## src/rtl/rv32_pkg.sv

```systemverilog
// Shared RV32I types for the write-back path.
// Contents: register data/index widths, write-back source enum, load-queue entry struct.
package rv32_pkg;

    localparam int unsigned DATA_W = 32;
    localparam int unsigned ADDR_W = 5;

    typedef enum logic [1:0] {
        WB_NONE,
        WB_ALU,
        WB_LOAD
    } wb_src_e;

    typedef struct packed {
        logic [ADDR_W-1:0] rd;
        logic [DATA_W-1:0] data;
    } wb_entry_t;

endpackage

```

## src/rtl/rf_wb_load_fifo.sv

```systemverilog
// Synchronous FIFO of write-back entries holding load results waiting for the write port.
// Ports: clk, rst_n (async active-low), push/wdata (enqueue), pop (dequeue head),
//        rdata (current head), full, empty.
// Pointers carry one extra wrap bit: equal pointers mean empty, equal index with
// differing wrap bit means full.
module rf_wb_load_fifo
    import rv32_pkg::*;
#(
    parameter int unsigned DEPTH = 2
) (
    input  logic      clk,
    input  logic      rst_n,
    input  logic      push,
    input  wb_entry_t wdata,
    input  logic      pop,
    output wb_entry_t rdata,
    output logic      full,
    output logic      empty
);

    localparam int unsigned IDX_W = $clog2(DEPTH);
    localparam int unsigned PTR_W = IDX_W + 1;

    wb_entry_t        mem [DEPTH];
    logic [PTR_W-1:0] wr_ptr;
    logic [PTR_W-1:0] rd_ptr;

    // Pointer update; wraps naturally modulo 2*DEPTH.
    always_ff @(posedge clk or negedge rst_n) begin
        if (!rst_n) begin
            wr_ptr <= '0;
            rd_ptr <= '0;
        end else begin
            if (push) wr_ptr <= wr_ptr + PTR_W'(1);
            if (pop)  rd_ptr <= rd_ptr + PTR_W'(1);
        end
    end

    // Storage needs no reset: empty pointers make contents irrelevant.
    always_ff @(posedge clk) begin
        if (push) mem[wr_ptr[IDX_W-1:0]] <= wdata;
    end

    assign rdata = mem[rd_ptr[IDX_W-1:0]];
    assign empty = (wr_ptr == rd_ptr);
    assign full  = (wr_ptr[PTR_W-1] != rd_ptr[PTR_W-1]) &&
                   (wr_ptr[IDX_W-1:0] == rd_ptr[IDX_W-1:0]);

endmodule

```

## src/rtl/rf_writeback.sv

```systemverilog
// Write-back unit owning the register-file write port. Merges ALU results (priority,
// no backpressure) with load results buffered in a small queue, and keeps a busy
// scoreboard of registers with outstanding loads for decode RAW stalls.
// Ports: clk, rst_n (async active-low); alu_valid/alu_rd/alu_data; ld_valid/ld_ready/
//        ld_rd/ld_data; issue_ld_valid/issue_ld_rd; rs1/rs2 -> rs1_hazard/rs2_hazard;
//        reg_write/write_reg/write_data (registered write port).
// Option RF_WB_BYPASS_EN: adds rsN_fwd_valid/rsN_fwd_data forwarding from the write
//        port and suppresses the hazard while forwarding.
module rf_writeback #(
    parameter int unsigned DATA_W   = 32,
    parameter int unsigned ADDR_W   = 5,
    parameter int unsigned LQ_DEPTH = 2
) (
    input  logic              clk,
    input  logic              rst_n,
    input  logic              alu_valid,
    input  logic [ADDR_W-1:0] alu_rd,
    input  logic [DATA_W-1:0] alu_data,
    input  logic              ld_valid,
    output logic              ld_ready,
    input  logic [ADDR_W-1:0] ld_rd,
    input  logic [DATA_W-1:0] ld_data,
    input  logic              issue_ld_valid,
    input  logic [ADDR_W-1:0] issue_ld_rd,
    input  logic [ADDR_W-1:0] rs1,
    input  logic [ADDR_W-1:0] rs2,
    output logic              rs1_hazard,
    output logic              rs2_hazard,
    output logic              reg_write,
    output logic [ADDR_W-1:0] write_reg,
    output logic [DATA_W-1:0] write_data
`ifdef RF_WB_BYPASS_EN
    ,
    output logic              rs1_fwd_valid,
    output logic              rs2_fwd_valid,
    output logic [DATA_W-1:0] rs1_fwd_data,
    output logic [DATA_W-1:0] rs2_fwd_data
`endif
);

    import rv32_pkg::*;

    localparam int unsigned NREG = 1 << ADDR_W;

    logic            q_full;
    logic            q_empty;
    logic            q_push;
    logic            q_pop;
    wb_entry_t       q_head;
    wb_entry_t       ld_entry;
    logic            ld_keep;
    logic            alu_sel;
    logic            direct_sel;
    wb_src_e         wb_src;
    logic [NREG-1:0] busy;
    logic [NREG-1:0] busy_next;

    // Selection: ALU first, then queue head, then a load straight through an empty queue.
    always_comb begin
        ld_entry      = '0;
        ld_entry.rd   = ld_rd;
        ld_entry.data = ld_data;
        ld_keep       = ld_valid && ld_ready && (ld_rd != '0);
        alu_sel       = alu_valid && (alu_rd != '0);
        direct_sel    = !alu_sel && q_empty && ld_keep;
        q_pop         = !alu_sel && !q_empty;
        q_push        = ld_keep && !direct_sel;
    end

    assign ld_ready = !q_full;

    rf_wb_load_fifo #(
        .DEPTH (LQ_DEPTH)
    ) u_load_fifo (
        .clk   (clk),
        .rst_n (rst_n),
        .push  (q_push),
        .wdata (ld_entry),
        .pop   (q_pop),
        .rdata (q_head),
        .full  (q_full),
        .empty (q_empty)
    );

    // Write port register; address/data hold when idle.
    always_ff @(posedge clk or negedge rst_n) begin
        if (!rst_n) begin
            reg_write  <= 1'b0;
            write_reg  <= '0;
            write_data <= '0;
            wb_src     <= WB_NONE;
        end else if (alu_sel) begin
            reg_write  <= 1'b1;
            write_reg  <= alu_rd;
            write_data <= alu_data;
            wb_src     <= WB_ALU;
        end else if (!q_empty) begin
            reg_write  <= 1'b1;
            write_reg  <= q_head.rd;
            write_data <= q_head.data;
            wb_src     <= WB_LOAD;
        end else if (direct_sel) begin
            reg_write  <= 1'b1;
            write_reg  <= ld_rd;
            write_data <= ld_data;
            wb_src     <= WB_LOAD;
        end else begin
            reg_write  <= 1'b0;
            wb_src     <= WB_NONE;
        end
    end

    // Scoreboard: clear on a load write leaving the port, then set on issue (set wins).
    always_comb begin
        busy_next = busy;
        if (reg_write && (wb_src == WB_LOAD)) busy_next[write_reg] = 1'b0;
        if (issue_ld_valid) busy_next[issue_ld_rd] = 1'b1;
        busy_next[0] = 1'b0;
    end

    always_ff @(posedge clk or negedge rst_n) begin
        if (!rst_n) busy <= '0;
        else        busy <= busy_next;
    end

`ifdef RF_WB_BYPASS_EN
    assign rs1_fwd_valid = reg_write && (write_reg == rs1) && (rs1 != '0);
    assign rs2_fwd_valid = reg_write && (write_reg == rs2) && (rs2 != '0);
    assign rs1_fwd_data  = write_data;
    assign rs2_fwd_data  = write_data;
    assign rs1_hazard    = busy[rs1] && (rs1 != '0) && !rs1_fwd_valid;
    assign rs2_hazard    = busy[rs2] && (rs2 != '0) && !rs2_fwd_valid;
`else
    assign rs1_hazard    = busy[rs1] && (rs1 != '0);
    assign rs2_hazard    = busy[rs2] && (rs2 != '0);
`endif

endmodule

```

## config.mk

```make
export PLATFORM = sky130hd
export DESIGN_NAME = rf_writeback
export DESIGN_NICKNAME = d
export VERILOG_FILES = /design/src/rtl/rv32_pkg.sv /design/src/rtl/rf_wb_load_fifo.sv /design/src/rtl/rf_writeback.sv
export SDC_FILE = /design/constraint.sdc
export NUM_CORES = 1
export LEC_CHECK = 0
export BUFFER_PORTS_ARGS = -buffer_cell sky130_fd_sc_hd__buf_2
export CAP_MARGIN = 20
export CORE_MARGIN = 4
export CORE_UTILIZATION = 25
export DETAILED_ROUTE_END_ITERATION = 7
export MAX_ROUTING_LAYER = met4
export PLACE_DENSITY = 0.41
export SLEW_MARGIN = 15
export SYNTH_ARGS = -nofsm -noshare
export SYNTH_HDL_FRONTEND = slang
export SYNTH_SLANG_ARGS = --single-unit
export TNS_END_PERCENT = 100
```

## constraint.sdc

```tcl
create_clock -name clk -period 10.7 [get_ports clk]
set_input_delay 0.535 -clock clk [delete_from_list [all_inputs] [get_ports clk]]
set_output_delay 0.535 -clock clk [all_outputs]
set_load 0.03 [all_outputs]
```

==> flow_summary_export.csv, run 1 <==
group,metric,value,unit
outcome,status,"complete, no violations",
die,die_h,175,um
sta,worst_slew_pin_slew,1.03,ns
cts,clk_pin_slew,0.06,ns
die,io_pins,135,
sta,hold_violations,0,
flow_run,max_cap_violations,0,
die,rows,60,
yosys,synth_edf_count,74,
yosys,postSynth.asyncResetShare,50.3,%
power_and_ir_drop,leakage,3.23,nW
detailed_routing,drt_iter0_drc,416,
place,dpl.hpwl,14.1,mm
yosys,syn-cell-area,6970,um^2
die,die_area,30600,um^2
layout,area.growth.synth_to_final,22.6,%
power_and_ir_drop,power_density,301,nW/um^2
detailed_routing,wl_per_cell,19.9,um
die,initial_core_util,25.7,%
cts,cts_root_buf,"clkbuf_16",
place,dp_slack,7.56,ns
cts,clk_path_buf_depth,2,
place,portBuffers,134,
yosys,seq_area_frac_synth,58.8,%
yosys,yosysWarnings,0,
yosys,synth_fp_nets,647,
setup_path,end_kind,"flop",
yosys,yosys-top-cells-count,"86 x o21ai_0, 75 x dfrtp_1, 74 x edfxtp_1",
grt,grt_overflow,0,
layout,nets,762,
detailed_routing,drcViolationCount,0,
grt,grt_pass1_vias,5464,
sta,period_minus_slack,3.00,ns
sta,fmax,333,MHz
yosys,synth_largest_area_cell,"edfxtp_1",
cts,cts_buffers,17,
setup_path,r2r_cells,5,
hold_path,hold_path_class,"primary input to async pin",
detailed_routing,vias_per_cell,4.94,
sta,rsz0062_at_grt,"no",
yosys,syn_avg_cell_area,12.6,um^2
detailed_routing,final_antenna_net_count,0,
yosys,synthDistinctLibCells,53,
sta,finalSetupTns,0,ns
grt,grt_max_degree,76,
grt,antenna_found_initial,0,
yosys,netlist_instances,553,
setup_path,cp.arrival,3.28,ns
yosys,ys.flop_type,"dfrtp_1",
sta,finalSetupViolations,0,
setup_path,start_kind,"flop",
yosys,yosysTopAreaCellShare,31.9,%
detailed_routing,routed_wl,20.9,mm
detailed_routing,drt-pass1-iter-count,4,
layout,largest_reg_flops,74,
sta,setup_ws,7.70,ns
setup_path,cp_max_fo,33,
cts,cts_htree_levels,4,
sta,relSlewSlack,31.4,%
cts,clock_sinks,149,
place,gp_congestion,0.793,
yosys,synth_area_leaders,"edfxtp_1 32%, dfrtp_1 27%, mux2i_1 7.0%, o21ai_0 6.2%, a2bb2oi_1 3.8%",
sta,final_max_slew_viol_count,0,
die,die_w,175,um
grt,gr-usage-all-layers,14.0,%
layout,drive_above_1_share,30.5,%
yosys,synth_most_common_cell,"o21ai_0",
setup_path,cp.required,10.97,ns
grt,grt_pass1_wl,32.8,mm
sta,post-route-period-util,28.1,%
die,core,27200,um^2
setup_path,crit_type,"flop to flop",
cts,clkLatencyLatePin,0.42,ns
detailed_routing,vias,5201,
sta,fin_worst_skew,0.0121,ns
cts,cts_tree,"built",
yosys,synth_seq_cells,149,
power_and_ir_drop,ir_drop,0.129,mV
cts,postCtsSetupBuffers,0,
cts,cts_resized,0,
layout,n_antenna_cell,0,
cts,cts_hold_buf,0,
metrics by stage:
stage | hold WS (ns) | cell area [um^2] | utilization (%) | total power, W | instances
after floorplan | 0.239 | 6970 | - | 0.00167 | 553
after global placement | 0.503 | 7970 | 29.3 | 0.00202 | 1020
after detailed placement | 0.523 | 7970 | 29.3 | 0.00204 | 1020
after CTS | 0.292 | 8530 | 31.4 | 0.00261 | 1052
after global routing | 0.0378 | 8550 | 31.5 | 0.00274 | 1053
final | 0.0251 | 8550 | 31.5 | 0.00257 | 1053
logic make-up (layout without fill, tap and decap cells):
kind of cell | count (synthesis) | in the layout | share of synthesized area, %
xor+xnor | 6 | 6 | 0.861
flops | 149 | 149 | 58.8
compound gates | 186 | 186 | 19.1
simple gates | 94 | 94 | 7.39
mux | 66 | 66 | 10.4
buf+inv | 52 | 180 | 3.48
layout make-up:
cell class | instances | area (um^2)
fill | 2817 | 18600
sequential | 149 | 4100
multi-input combinational | 352 | 2650
timing repair buffer | 143 | 761
tap | 372 | 465
clock buffer | 19 | 454
clock inverter | 13 | 100
inverter | 5 | 18.8
cell usage in the layout, fill, tap and decap left out, drive strengths merged, types with 3 or more instances in the layout:
cell type and count:
buf 143, o21ai 88, dfrtp 75, edfxtp 74, mux2i 49, nand2 36, o311ai 32, a2bb2oi 30
clkbuf 19, mux2 13, nor2b 10, nand3b 9, inv 9, a221o 7, nand3 7, nor2 7
a2111oi 7, or3b 6, o41ai 6, clkinvlp 6, nor3 5, mux4 4, a211oi 3, xnor2 3
xor2 3, clkinv 3
where the power goes:
| group | internal, W | switching (W) |
|---|---|---|
| sequential | 0.000844 | 0.000138 |
| combinational | 0.000359 | 0.000671 |
| clock | 0.000313 | 0.000246 |
critical path, cell delays in order, from the launching register on:
cell and delay (ns):
dfrtp_1 0.42, xor2_2 0.18, buf_4 0.24, nor2_1 0.83
nand3_2 0.85, a2bb2oi_1 0.33
metal layers:
metal  routed length (um)  part of all wire, %  GRT usage, %  vias to the layer above
met2                10300                   49          22.4                      151
met1                 9630                   46          18.8                     2639
met3                  830                  4.0          2.34                       12
li1                     -                    -             -                     2399
met5                    0                    0             -                        -
met4                  192                 0.92          3.31                        0
worst paths after layout:
kind | from | endpoint | slack (ns)
hold / removal | rst_n | write_data[1]$_DFFE_PN0P_ | 0.03
setup reg to reg | u_load_fifo.wr_ptr[1]$_DFFE_PN0N_ | write_data[25]$_DFFE_PN0P_ | 7.70
max in group asynchronous | rst_n | u_load_fifo.rd_ptr[0]$_DFFE_PN0P_ | 10.05
hold reg to reg | u_load_fifo.wr_ptr[1]$_DFFE_PN0N_ | u_load_fifo.wr_ptr[1]$_DFFE_PN0N_ | 0.53
min in group clk | ld_data[27] | u_load_fifo.mem[1][27]$_DFFE_PP_ | 0.31
setup / recovery | u_load_fifo.wr_ptr[1]$_DFFE_PN0N_ | write_data[25]$_DFFE_PN0P_ | 7.70
No activity file was read; power rests on OpenSTA's default activity.
==> run 2, diff against run 1 <==
- ABC_AREA: unset -> 1
- clock period: 10.7 -> 2.81 ns (I/O delays scaled with it)
==> flow_summary_export.csv, run 2 <==
group,metric,value,unit
outcome,status,"complete, no violations",
setup_path,cp.required,2.93,ns
power_and_ir_drop,power_frac_clock,21.8,%
hold_path,hold_depth,5,
cts,cts_root_buf,"clkbuf_16",
setup_path,cp_num_buf_inv,2,
detailed_routing,drt-pass1-iter-count,5,
yosys,netlist_instances,945,
yosys,synthDistinctLibCells,22,
die,die_w,181,um
setup_path,crit_slowest_cell,"dfrtp_1",
setup_path,cpPeakStageDelay,0.46,ns
power_and_ir_drop,leakage,4.75,nW
layout,layout_common_cells,"500 x nand2_1, 133 x buf_2, 100 x nand3_1",
power_and_ir_drop,swShare,45.0,%
yosys,synth_fp_nets,1039,
setup_path,rrSetupSlack,0.61,ns
flow_run,max_cap_violations,0,
sta,setup_ws,0.605,ns
cts,clock_sinks,149,
power_and_ir_drop,intPower,0.00599,W
place,dpl-instance-area,8550,um^2
yosys,yosysTopAreaCellShare,29.8,%
grt,antenna_found_initial,0,
yosys,ys.flop_type,"dfrtp_1",
setup_path,reg2reg_from,"u_load_fifo.wr_ptr[1]$_DFFE_PN0N_",
layout,nets,1227,
setup_path,crit_chain,"xnor2_4, buf_4, nor2_1, nor2_1, nand2_1, nor2_4, buf_4",
yosys,syn_avg_cell_area,7.88,um^2
die,io_pins,135,
setup_path,end_kind,"flop",
setup_path,start_kind,"flop",
cts,clk_path_buf_depth,2,
place,portBuffers,134,
detailed_routing,met2_length,10.7,mm
die,die_h,181,um
power_and_ir_drop,seqPwrFrac,33.8,%
cts,clkLatencyLatePin,0.43,ns
place,gp_congestion,0.788,
yosys,synth_area_leaders,"edfxtp_1 30%, nand2_1 25%, dfrtp_1 25%, nand3_1 6.7%, o21ai_0 4.3%",
layout,drive_above_1_share,16.8,%
yosys,synth_most_common_cell,"nand2_1",
detailed_routing,routed_wl,24.3,mm
layout,mostFrequentLayoutCell,"nand2_1",
die,die_area,32600,um^2
layout,seqCellArea,4100,um^2
layout,finalNonFillerCells,1531,
detailed_routing,vias,6642,
setup_path,crit_type,"flop to flop",
detailed_routing,final_antenna_net_count,0,
place,dp.cells,1438,
detailed_routing,vias_per_cell,4.34,
yosys,synth_largest_area_cell,"edfxtp_1",
sta,fin_worst_skew,0.0144,ns
yosys,postSynth.asyncResetShare,50.3,%
power_and_ir_drop,p_comb_share,44.4,%
yosys,synth_seq_cells,149,
sta,finalSetupTns,0,ns
sta,rsz0062_at_grt,"no",
yosys,syn-cell-area,7450,um^2
power_and_ir_drop,ir_drop,0.680,mV
power_and_ir_drop,power_density,1120,nW/um^2
hold_path,hold_end,"write_data[18]$_DFFE_PN0P_",
hold_path,hold_path_class,"primary input to flop",
layout,largest_reg_flops,74,
sta,relSlewSlack,46.4,%
detailed_routing,drt_iter0_drc,403,
sta,hold_violations,0,
sta,fmax,454,MHz
sta,worst_slew_pin_slew,0.803,ns
hold_path,hold_start,"alu_data[18]",
sta,final_max_slew_viol_count,0,
cts,cts_buffers,17,
setup_path,crit_cells,7,
sta,period_minus_slack,2.20,ns
yosys,yosys-top-cells-count,"501 x nand2_1, 100 x nand3_1, 75 x dfrtp_1",
grt,grt_pass1_wl,38.9,mm
layout,final_area,9750,um^2
setup_path,r2r_cells,7,
grt,gr-usage-all-layers,15.4,%
yosys,seq_area_frac_synth,55.0,%
sta,post-route-period-util,78.5,%
cts,cts_resized,0,
layout,fillers,3137,
cts,clk_pin_slew,0.07,ns
place,dp_slack,0.563,ns
cts,cts_tree,"built",
power_and_ir_drop,switchingPower,0.00490,W
detailed_routing,top_layer_used,"met4",
die,initial_core_util,25.7,%
sta,finalSetupViolations,0,
die,core,29000,um^2
detailed_routing,wl_met3,940,um
layout,area.growth.synth_to_final,31.0,%
yosys,synth_edf_count,74,
setup_path,cp.arrival,2.33,ns
die,rows,62,
detailed_routing,drt-met1-wl,12.4,mm
grt,grt_pass1_vias,6697,
layout,multi_input_area,2940,um^2
grt,grt_max_degree,76,
yosys,yosysWarnings,0,
detailed_routing,wl_per_cell,15.9,um
setup_path,cp_max_fo,13,
setup_path,r2r-end,"u_load_fifo.mem[0][3]$_DFFE_PP_",
cts,cts_htree_levels,4,
setup_path,cpLargestDelayFamily,"simple AND/OR/NAND/NOR gates",
detailed_routing,drcViolationCount,0,
place,dpl.hpwl,16.3,mm
grt,grt_overflow,0,
==> run 2: cell types whose count changed after synthesis, moves of 9 or more <==
cell / change
mux2_2: -13
inv_1: +50
a2bb2oi_1: -30
nand2_1: +465
nor2_1: +12
nor2b_1: -10
nand3_1: +94
o21ai_0: -22
o311ai_0: -30
nand3b_1: -9
mux2i_1: -49
==> run 2: power groups by stage <==
stage | logic (W) | clock network (W) | registers [W]
after detailed placement | 0.00486 | 0 | 0.00373
after floorplan | 0.00286 | 0 | 0.00409
final | 0.00483 | 0.00238 | 0.00368
after CTS | 0.00494 | 0.00245 | 0.00369
after global placement | 0.00486 | 0 | 0.00373
after global routing | 0.00553 | 0.00253 | 0.00378
==> run 2: area by class of cell <==
cell class / count / share of cell area [%]
sequential: 149 / 42.0
multi-input combinational: 699 / 30.1
timing repair buffer: 209 / 14.5
tap: 384 / 4.93
clock buffer: 18 / 4.50
inverter: 57 / 2.19
clock inverter: 14 / 1.69
antenna: 1 / 0.0257
==> run 2: how the worst max path moves through the flow <==
stage | startpoint | to | slack (ns)
3_3_place_gp | u_load_fifo.wr_ptr[1]$_DFFE_PN0N_ | u_load_fifo.mem[0][1]$_DFFE_PP_ | 0.60
2_1_floorplan | u_load_fifo.wr_ptr[1]$_DFFE_PN0N_ | u_load_fifo.mem[1][0]$_DFFE_PP_ | 0.36
4_1_cts | u_load_fifo.rd_ptr[0]$_DFFE_PN0P_ | write_reg[0]$_DFFE_PN0P_ | 0.55
5_1_grt | ld_rd[1] | write_data[21]$_DFFE_PN0P_ | 0.31
3_5_place_dp | u_load_fifo.rd_ptr[0]$_DFFE_PN0P_ | write_data[15]$_DFFE_PN0P_ | 0.56
6_report | u_load_fifo.wr_ptr[1]$_DFFE_PN0N_ | u_load_fifo.mem[0][3]$_DFFE_PP_ | 0.61
==> run 2: routing by layer <==
metal	up-vias	global-route usage (%)
met5	-	-
met4	0	3.27
met3	16	2.32
met2	156	22.9
met1	3069	22.5
li1	3401	-
==> run 2: through the flow <==
stage,hold slack (ns),util [%],total power [W]
3_5_place_dp,0.197,29.5,0.00859
2_1_floorplan,-0.155,-,0.00695
5_1_grt,0.0239,33.6,0.0118
6_report,0.0225,33.6,0.0109
3_3_place_gp,0.195,29.5,0.00860
4_1_cts,0.00347,33.6,0.0111
==> run 2: logic make-up (layout without fill, tap and decap cells) <==
family                 Yosys count  count (layout)  synth area share (%)
buffers and inverters           97             298                  5.71
other                            0               1                     0
XOR/XNOR                         5               5                  1.09
AO/OA/AOI/OAI                   70              70                  4.81
AND/OR/NAND/NOR                624             624                  33.3
flip-flops                     149             149                  55.0
==> run 2: worst reg2reg max path, stage by stage (launching register included) <==
cell	delay (ns)
dfrtp_1	0.46
xnor2_4	0.21
buf_4	0.25
nor2_1	0.09
nor2_1	0.14
nand2_1	0.17
nor2_4	0.31
buf_4	0.26
==> run 2: repair_timing <==
action / CTS / global route
hold buffers: 60 / 0
setup buffers: 0 / 0
setup endpoints to repair: 0 / 0
endpoints found under the hold margin: 171 / 0
